`src/rtl/div_unit.sv`:
```
// Multi-cycle radix-2 restoring divider for DIV/DIVU; holds the pipeline via stall
// while iterating and returns quotient (LO) and remainder (HI) with a one-cycle valid.
module div_unit #(
    parameter int WIDTH = 32
) (
    input  logic             clk,
    input  logic             resetn,
    input  logic             start,
    input  logic             signed_div,
    input  logic [WIDTH-1:0] a,
    input  logic [WIDTH-1:0] b,
    input  logic             annul,
    output logic             stall,
    output logic             valid,
    output logic [WIDTH-1:0] quot,
    output logic [WIDTH-1:0] rem,
    output logic [1:0]       dbg_state
);

    // Handshake: start is accepted only in IDLE when annul is low; the caller keeps the
    // instruction in E while stall is high, and valid marks the single cycle in which
    // quot/rem are final. There is no back-pressure on valid.
    typedef enum logic [1:0] {
        S_IDLE = 2'd0,
        S_DIV  = 2'd1,
        S_DONE = 2'd2
    } state_t;

    state_t           state;
    logic [4:0]       cnt;
    logic [WIDTH:0]   rem_p;
    logic [WIDTH-1:0] dvd;
    logic [WIDTH-1:0] dvs;
    logic             neg_q;
    logic             neg_r;
    logic [WIDTH-1:0] res_q;
    logic [WIDTH-1:0] res_r;
    logic [WIDTH-1:0] quot_hold;
    logic [WIDTH-1:0] rem_hold;

    logic [WIDTH-1:0] abs_a;
    logic [WIDTH-1:0] abs_b;
    logic [WIDTH+1:0] shifted;
    logic [WIDTH:0]   diff;
    logic             lt;
    logic [WIDTH:0]   r_next;
    logic [WIDTH-1:0] q_next;
    logic [WIDTH-1:0] fin_q;
    logic [WIDTH-1:0] fin_r;

    always_comb begin
        abs_a   = (signed_div && a[WIDTH-1]) ? -a : a;
        abs_b   = (signed_div && b[WIDTH-1]) ? -b : b;
        shifted = {rem_p, dvd[WIDTH-1]};
        lt      = shifted < {2'b00, dvs};
        diff    = shifted[WIDTH:0] - {1'b0, dvs};
        r_next  = lt ? shifted[WIDTH:0] : diff;
        q_next  = {dvd[WIDTH-2:0], ~lt};
        fin_q   = neg_q ? -q_next : q_next;
        fin_r   = neg_r ? -r_next[WIDTH-1:0] : r_next[WIDTH-1:0];
    end

    always_ff @(posedge clk or negedge resetn) begin
        if (!resetn) begin
            state     <= S_IDLE;
            cnt       <= '0;
            rem_p     <= '0;
            dvd       <= '0;
            dvs       <= '0;
            neg_q     <= 1'b0;
            neg_r     <= 1'b0;
            res_q     <= '0;
            res_r     <= '0;
            quot_hold <= '0;
            rem_hold  <= '0;
        end else begin
            case (state)
                S_IDLE: begin
                    if (start && !annul) begin
                        neg_q <= signed_div & (a[WIDTH-1] ^ b[WIDTH-1]);
                        neg_r <= signed_div & a[WIDTH-1];
                        cnt   <= '0;
                        rem_p <= '0;
                        if (b == '0) begin
                            // Divide by zero skips iteration; remainder is the raw dividend.
                            res_q <= '1;
                            res_r <= a;
                            state <= S_DONE;
                        end else begin
                            dvd   <= abs_a;
                            dvs   <= abs_b;
                            state <= S_DIV;
                        end
                    end
                end
                S_DIV: begin
                    if (annul) begin
                        state <= S_IDLE;
                    end else begin
                        rem_p <= r_next;
                        dvd   <= q_next;
                        cnt   <= cnt + 5'd1;
                        if (cnt == 5'd31) begin
                            res_q <= fin_q;
                            res_r <= fin_r;
                            state <= S_DONE;
                        end
                    end
                end
                S_DONE: begin
                    // Commit results only if the instruction was not flushed.
                    if (!annul) begin
                        quot_hold <= res_q;
                        rem_hold  <= res_r;
                    end
                    state <= S_IDLE;
                end
                default: state <= S_IDLE;
            endcase
        end
    end

    always_comb begin
        valid     = (state == S_DONE) && !annul;
        quot      = valid ? res_q : quot_hold;
        rem       = valid ? res_r : rem_hold;
        stall     = ((state == S_IDLE) && start && !annul) || (state == S_DIV);
        dbg_state = state;
    end

endmodule
```
`config.mk`:
```
export PLATFORM = sky130hd
export DESIGN_NAME = div_unit
export DESIGN_NICKNAME = d
export VERILOG_FILES = /design/src/rtl/div_unit.sv
export SDC_FILE = /design/constraint.sdc
export NUM_CORES = 1
export LEC_CHECK = 0
export BUFFER_PORTS_ARGS = -buffer_cell sky130_fd_sc_hd__buf_4
export CORE_UTILIZATION = 55
export CTS_CLUSTER_DIAMETER = 60
export DETAILED_ROUTE_END_ITERATION = 10
export PLACE_DENSITY = 0.78
export SYNTH_ARGS = -nofsm -noshare
export SYNTH_HDL_FRONTEND = slang
export SYNTH_SLANG_ARGS = --single-unit
```
`constraint.sdc`:
```
create_clock -name clk -period 5.1 [get_ports clk]
set_clock_uncertainty 0.1 [all_clocks]
set_input_delay 1.02 -clock clk [delete_from_list [all_inputs] [get_ports clk]]
set_output_delay 1.02 -clock clk [all_outputs]
set_load 0.01 [all_outputs]
```
* After elaboration in Yosys (flattened, before gate mapping) *
Index checks and enable logic that the tools add are counted.

operators by class
  equal/unequal tests = 9
  bitwise logic cells = 6
  add/sub/neg operators = 6
  mux-type cells = 32
  magnitude comparators = 1
  reductions and logical operators = 18

operators with widths
  operator                                                          count
  32-bit 2-to-1 mux                                                 17
  32-bit one-hot mux with 2 select lines                            3
  32-bit negation                                                   4
  33-bit 2-to-1 mux                                                 3
  33-bit one-hot mux with 2 select lines                            1
  34-bit by 32-bit less-than comparator with 1-bit output           1
  33-bit by 32-bit subtractor with 33-bit output                    1
  32-bit logical NOT                                                1
  5-bit 2-to-1 mux                                                  2
  2-bit != test (second input constant)                             5
  5-bit one-hot mux with 2 select lines                             1
  2-bit 2-to-1 mux                                                  4
  1-bit logical AND                                                 6
  2-bit AND reduction                                               3
  3-bit AND reduction                                               2
  5-bit by 1-bit adder with 5-bit output (second input constant)    1
  5-bit == test (second input constant)                             1
  5-bit AND reduction                                               1
  2-bit one-hot mux with 2 select lines                             1
  4-bit AND reduction                                               1
  3-bit != test (second input constant)                             1
  1-bit inverter                                                    3
  1-bit AND                                                         2
  2-bit by 1-bit == test with 1-bit output (second input constant)  1
  other kinds (6)                                                   6

word-level totals
  output and inout port bits = 68
  input bits = 69
  register bits after elaboration = 234
  logic and storage cells = 83

* Longest topological paths before layout *
  word-level depth = 7
  depth in mapped cells = 23
  depth with buffers taken out = 20

* Worst setup path before layout *
OpenSTA, ideal clock, no wires.

  path kind = flip-flop to flip-flop
  from = register dvd[31]
  to = register res_r[26]
  library setup time = 0.126 ns
  period minus slack after synthesis = 5.293 ns
  buffers on the path = 3
  slack = -0.193 ns
  data arrival time = 5.067 ns
  required time = 4.874 ns
  cell stages (with the launch flop) = 23
  cells stage by stage = dfrtp_1 > inv_1 > ha_1 > inv_1 > fa_1 > a21o_1 > a221oi_2 > a2111o_1 > a21bo_4 > nand2_1 > buf_2 > buf_2 > buf_2 > o21ai_0 > ha_1 > or4bb_1 > nor4_1 > a32oi_1 > a2111o_1 > nand4bb_4 > o31a_1 > mux2i_1 > nand3_1

between the ends
  cells in the longest elaborated chain, start to end = 7
  elaborated cells between the ends (all ways) = 8
  those cells by class = add/sub (2); order compare (1); mux (5)

RTL lines
  what                                                                                                                              line    RTL
  start, declared                                                                                                                   32      logic [WIDTH-1:0] dvd;
  start signal, assigned                                                                                                            90      dvd <= abs_a;
  start signal, assigned                                                                                                            101     dvd <= q_next;
  33-bit by 32-bit subtractor with 33-bit output / 34-bit by 32-bit less-than comparator with 1-bit output (equally long branches)  56, 55
  33-bit 2-to-1 mux (*)                                                                                                             57      r_next = lt ? shifted[WIDTH:0] : diff;
  32-bit negation                                                                                                                   60      fin_r = neg_r ? -r_next[WIDTH-1:0] : r_next[WIDTH-1:0];
  32-bit 2-to-1 mux (*)                                                                                                             60
  32-bit 2-to-1 mux (*)                                                                                                             103     if (cnt == 5'd31) begin
  32-bit 2-to-1 mux (*)                                                                                                             97      if (annul) begin
  32-bit one-hot mux with 2 select lines (*)                                                                                        77      case (state)
  end signal, assigned                                                                                                              105     res_r <= fin_r;
  end, declared                                                                                                                     37      logic [WIDTH-1:0] res_r;

Every way passes the cells marked *; elsewhere a longest branch is shown, timed or not. The select of a mux whose other input is x is not followed.
A chain may end at the register's enable or synchronous reset.

* Worst setup path in the final report *
Same ends and word-level chain as after synthesis.

==> metrics <==
outcome finished clean; drt pass-1 iters 7; Seq. cell area 0.005856 mm2; register area share after synthesis between 40% and 50%; number of max-cap violations 0; port bufs approximately 140; Overflow after GRT 0; WP data required approximately 5.4 ns; slowest CP cell or4bb_4; final WL approximately 40000 um; clk buf depth 3; Synth Instances roughly 1600; Synth Cell Area around 0.014 mm2; antenna viol nets, final 0; fin crit share between 90% and 100%; # IOs around 140; Worst slew margin 25.47%; synthesis-to-layout area growth 17.06%; Rows 58; total CTS buffers 27; fin nets approximately 1900; Setup crit end res_r[26]; CTS tree yes; diodes inserted 0; kind of critical path reg2reg; startpoint types flop; Vias per Instance around 6.0; async set-reset flop share out of synthesis between 90% and 100%; Crit path arrival time about 5.3 ns; hold violation total from the final report 0; Vias 12550; fin crit period around 5 ns; number of synthesized flops with an enable pin 0; LEAKAGE between 7 and 8 nW; critical path, cell by cell inv_2, ha_2, inv_1, fa_2, a21o_1, a221oi_4, a2111o_1, a21bo_4, nand2_4, inv_4, mux2i_4, ha_2, or4bb_4, nor4_4, a32oi_2, a2111o_1, nand4bb_4, o31a_1, mux2i_1, nand3_1; Routed WL per cell between 15 and 20 um; layout cells sized above 1 approximately 18%; Max Transition Viols Final 0; Hold WS ~0.36 ns; GP Congestion 0.9143; worst-margin pin slew around 1.1 ns; fmax ~0.20 GHz; Main synth FF type dfrtp_1; worst r2r dst res_r[26]; Filler Cell Count about 2100; total power roughly 0.0054 W; CP max FO 4; Yosys top cell by area dfrtp_1; hpwl dp between 20000 and 30000 um; r2r setup slk about 0.14 ns; largest net degree at the start of global routing slightly above 100; Clock transition at path regs about 0.06 ns; crit end category flop; Post-route DRC 0; Syn Area/Cell 8.745 um2; htree depth 1; Die X ~160 um; syn_nets between 1500 and 2000; number of global-route vias before repair between 10000 and 15000; CP startpoint dvd[31]; area taken by multi-input logic gates roughly 0.0080 mm2; R2R cell count 20; CP peak stage delay 0.47 ns; power per cell area 323.8 mW/mm2; total negative slack 0 ns; Setup Viol. Count Final 0; Die H about 160 um; Core ar. between 0.02 and 0.03 mm2; die area 0.02663 mm2; Seq cells post-synth 234; worst setup margin ~0.14 ns; Worst-Skew Late Latency 0.56 ns; clk sinks 234; Peak VDD IR about 0.27 mV; Synth Warn # 0; Area contributors post-synth dfrtp_1 41%, a21oi_1 6.2%, o21ai_0 5.6%, mux2_2 5.1%, nand2_1 4.9%; GRT Util Overall a little under a third; initial antenna violation count 0; Synth cell types 75; worst min-delay path class in2async; Yosys top cell area share 40.98%; CTS Root Buffer Type clkbuf_16; drt first-iter violations between 1000 and 1500; first-pass GRT wire length 63090 um; worst r2r src dvd[31]; Place WS ~0.0071 ns; Initial Utilization between 50 and 60%
[cell type report]
type                       instances  area share [%]
tap                              330           2.468
timing repair buffer             178           8.183
inverter                          53           1.204
multi-input combinational       1258           47.84
sequential                       234           35.00
clock buffer                      39           4.847
clock inverter                     6          0.4562
[routing by layer]
metal,track usage [%],routed length (um),vias to the layer above
met5,0,0,-
met4,10.83,1479,0
met3,4.038,2796,94
met2,48.92,18470,463
met1,41.23,17320,5998
li1,-,-,5997
[registers in the layout, summed over array words and instances, names as in the netlist]
| register | flops |
|---|---|
| dvd | 32 |
| rem_p | 33 |
| cnt | 5 |
| res_r | 32 |
| dvs | 32 |
| quot_hold | 32 |
| dbg_state | 2 |
| res_q | 32 |
| neg_r | 1 |
| rem_hold | 32 |
| neg_q | 1 |
[report_power, final]
part | internal, W | switching, W
Combinational | 0.000523 | 0.000831
Sequential | 0.00200 | 0.000143
Clock | 0.00115 | 0.000775
[placed cells by master (no fill, tap or decap), types with 4 or more instances in the layout]
| cell type | n |
|---|---|
| clkbuf_8 | 9 |
| o21bai_1 | 4 |
| o21a_1 | 10 |
| xnor2_1 | 63 |
| o31ai_1 | 23 |
| a31oi_1 | 23 |
| nand4_1 | 16 |
| buf_4 | 175 |
| inv_1 | 50 |
| and2_1 | 8 |
| nand2b_1 | 13 |
| mux2i_1 | 23 |
| o22ai_1 | 4 |
| a21oi_1 | 176 |
| xor2_1 | 76 |
| a21o_1 | 9 |
| a22o_1 | 8 |
| nand2_1 | 185 |
| mux2_2 | 65 |
| or4_1 | 9 |
| nor4_1 | 10 |
| or3_1 | 23 |
| o211a_1 | 4 |
| nor2_1 | 161 |
| o41ai_1 | 8 |
| nor2b_1 | 4 |
| nand3_1 | 10 |
| nor3_1 | 23 |
| clkbuf_16 | 27 |
| and4_1 | 5 |
| o21ai_0 | 159 |
| o21ai_1 | 4 |
| dfrtp_1 | 234 |
| and3_1 | 18 |
| ha_1 | 36 |
| a211oi_1 | 7 |
| o211ai_1 | 7 |
[how the worst min path moves through the flow]
stage                    to  slack (ns)  cells after the start
6_report       quot_hold[7]        0.36                      1
2_1_floorplan       dvs[31]        0.34                      2
3_3_place_gp        dvs[31]        0.36                      2
3_5_place_dp       res_r[0]        0.37                      1
5_1_grt        rem_hold[16]        0.40                      1
4_1_cts        quot_hold[7]        0.39                      1
[synth_stat cells, types with 4 or more instances]
cell	number
o31ai_1	23
o211ai_1	7
a21oi_1	176
xor2_1	76
inv_1	52
clkbuf_1	78
a211oi_1	7
o22ai_1	5
a31oi_1	23
o21a_1	10
a21o_1	9
nor2_1	162
mux2i_1	24
buf_1	4
o211a_1	4
buf_2	6
o41ai_1	8
o21ai_1	4
mux2_2	65
xnor2_1	63
nand2b_1	13
dfrtp_1	234
a22o_1	8
nand3_1	10
or4_1	9
and3_1	18
o21ai_0	160
nor4_1	11
and4_1	5
nand2_1	187
nand4_1	16
o21bai_1	4
nor3_1	23
or3_1	23
ha_1	38
and2_1	8
nor2b_1	5
[metrics by stage]
| step | cell area, um2 | cells | util (%) |
|---|---|---|---|
| floorplan | 14310 | 1634 | - |
| global placement | 15750 | 2049 | 62.19 |
| detailed placement | 15750 | 2049 | 62.19 |
| CTS | 16640 | 2094 | 65.71 |
| global route | 16730 | 2098 | 66.05 |
| finish | 16730 | 2098 | 66.05 |
[kinds of logic (layout without fill, tap and decap cells)]
group	after synthesis	count (layout)	share of synthesized area (%)
buffers and inverters	142	276	3.809
flip-flops	234	234	40.98
AND/OR/NAND/NOR	506	506	16.28
AO/OA/AOI/OAI	485	485	20.15
XOR/XNOR	139	139	8.519
multiplexers	89	89	6.803
adder cells (fa/ha/maj)	39	39	3.467
[worst max-delay path, delay by kind of cell (launching register included)]
kind,cells,cell delay [ns]
and+or+nand+nor,5,1.21
buffers and inverters,3,0.20
adders and majority gates,3,0.74
DFF,1,0.39
AOI/OAI and AO/OA,7,1.81
muxes,2,0.40
[what timing repair did]
item | 4_1_cts | 5_1_grt
gates resized for setup | 1 | 13
hold buffers | 0 | 0
endpoints found under the setup margin | 1 | 5
pin swaps | 1 | 12
buffers inserted | 0 | 4
Power figures use the tool's default switching activity.
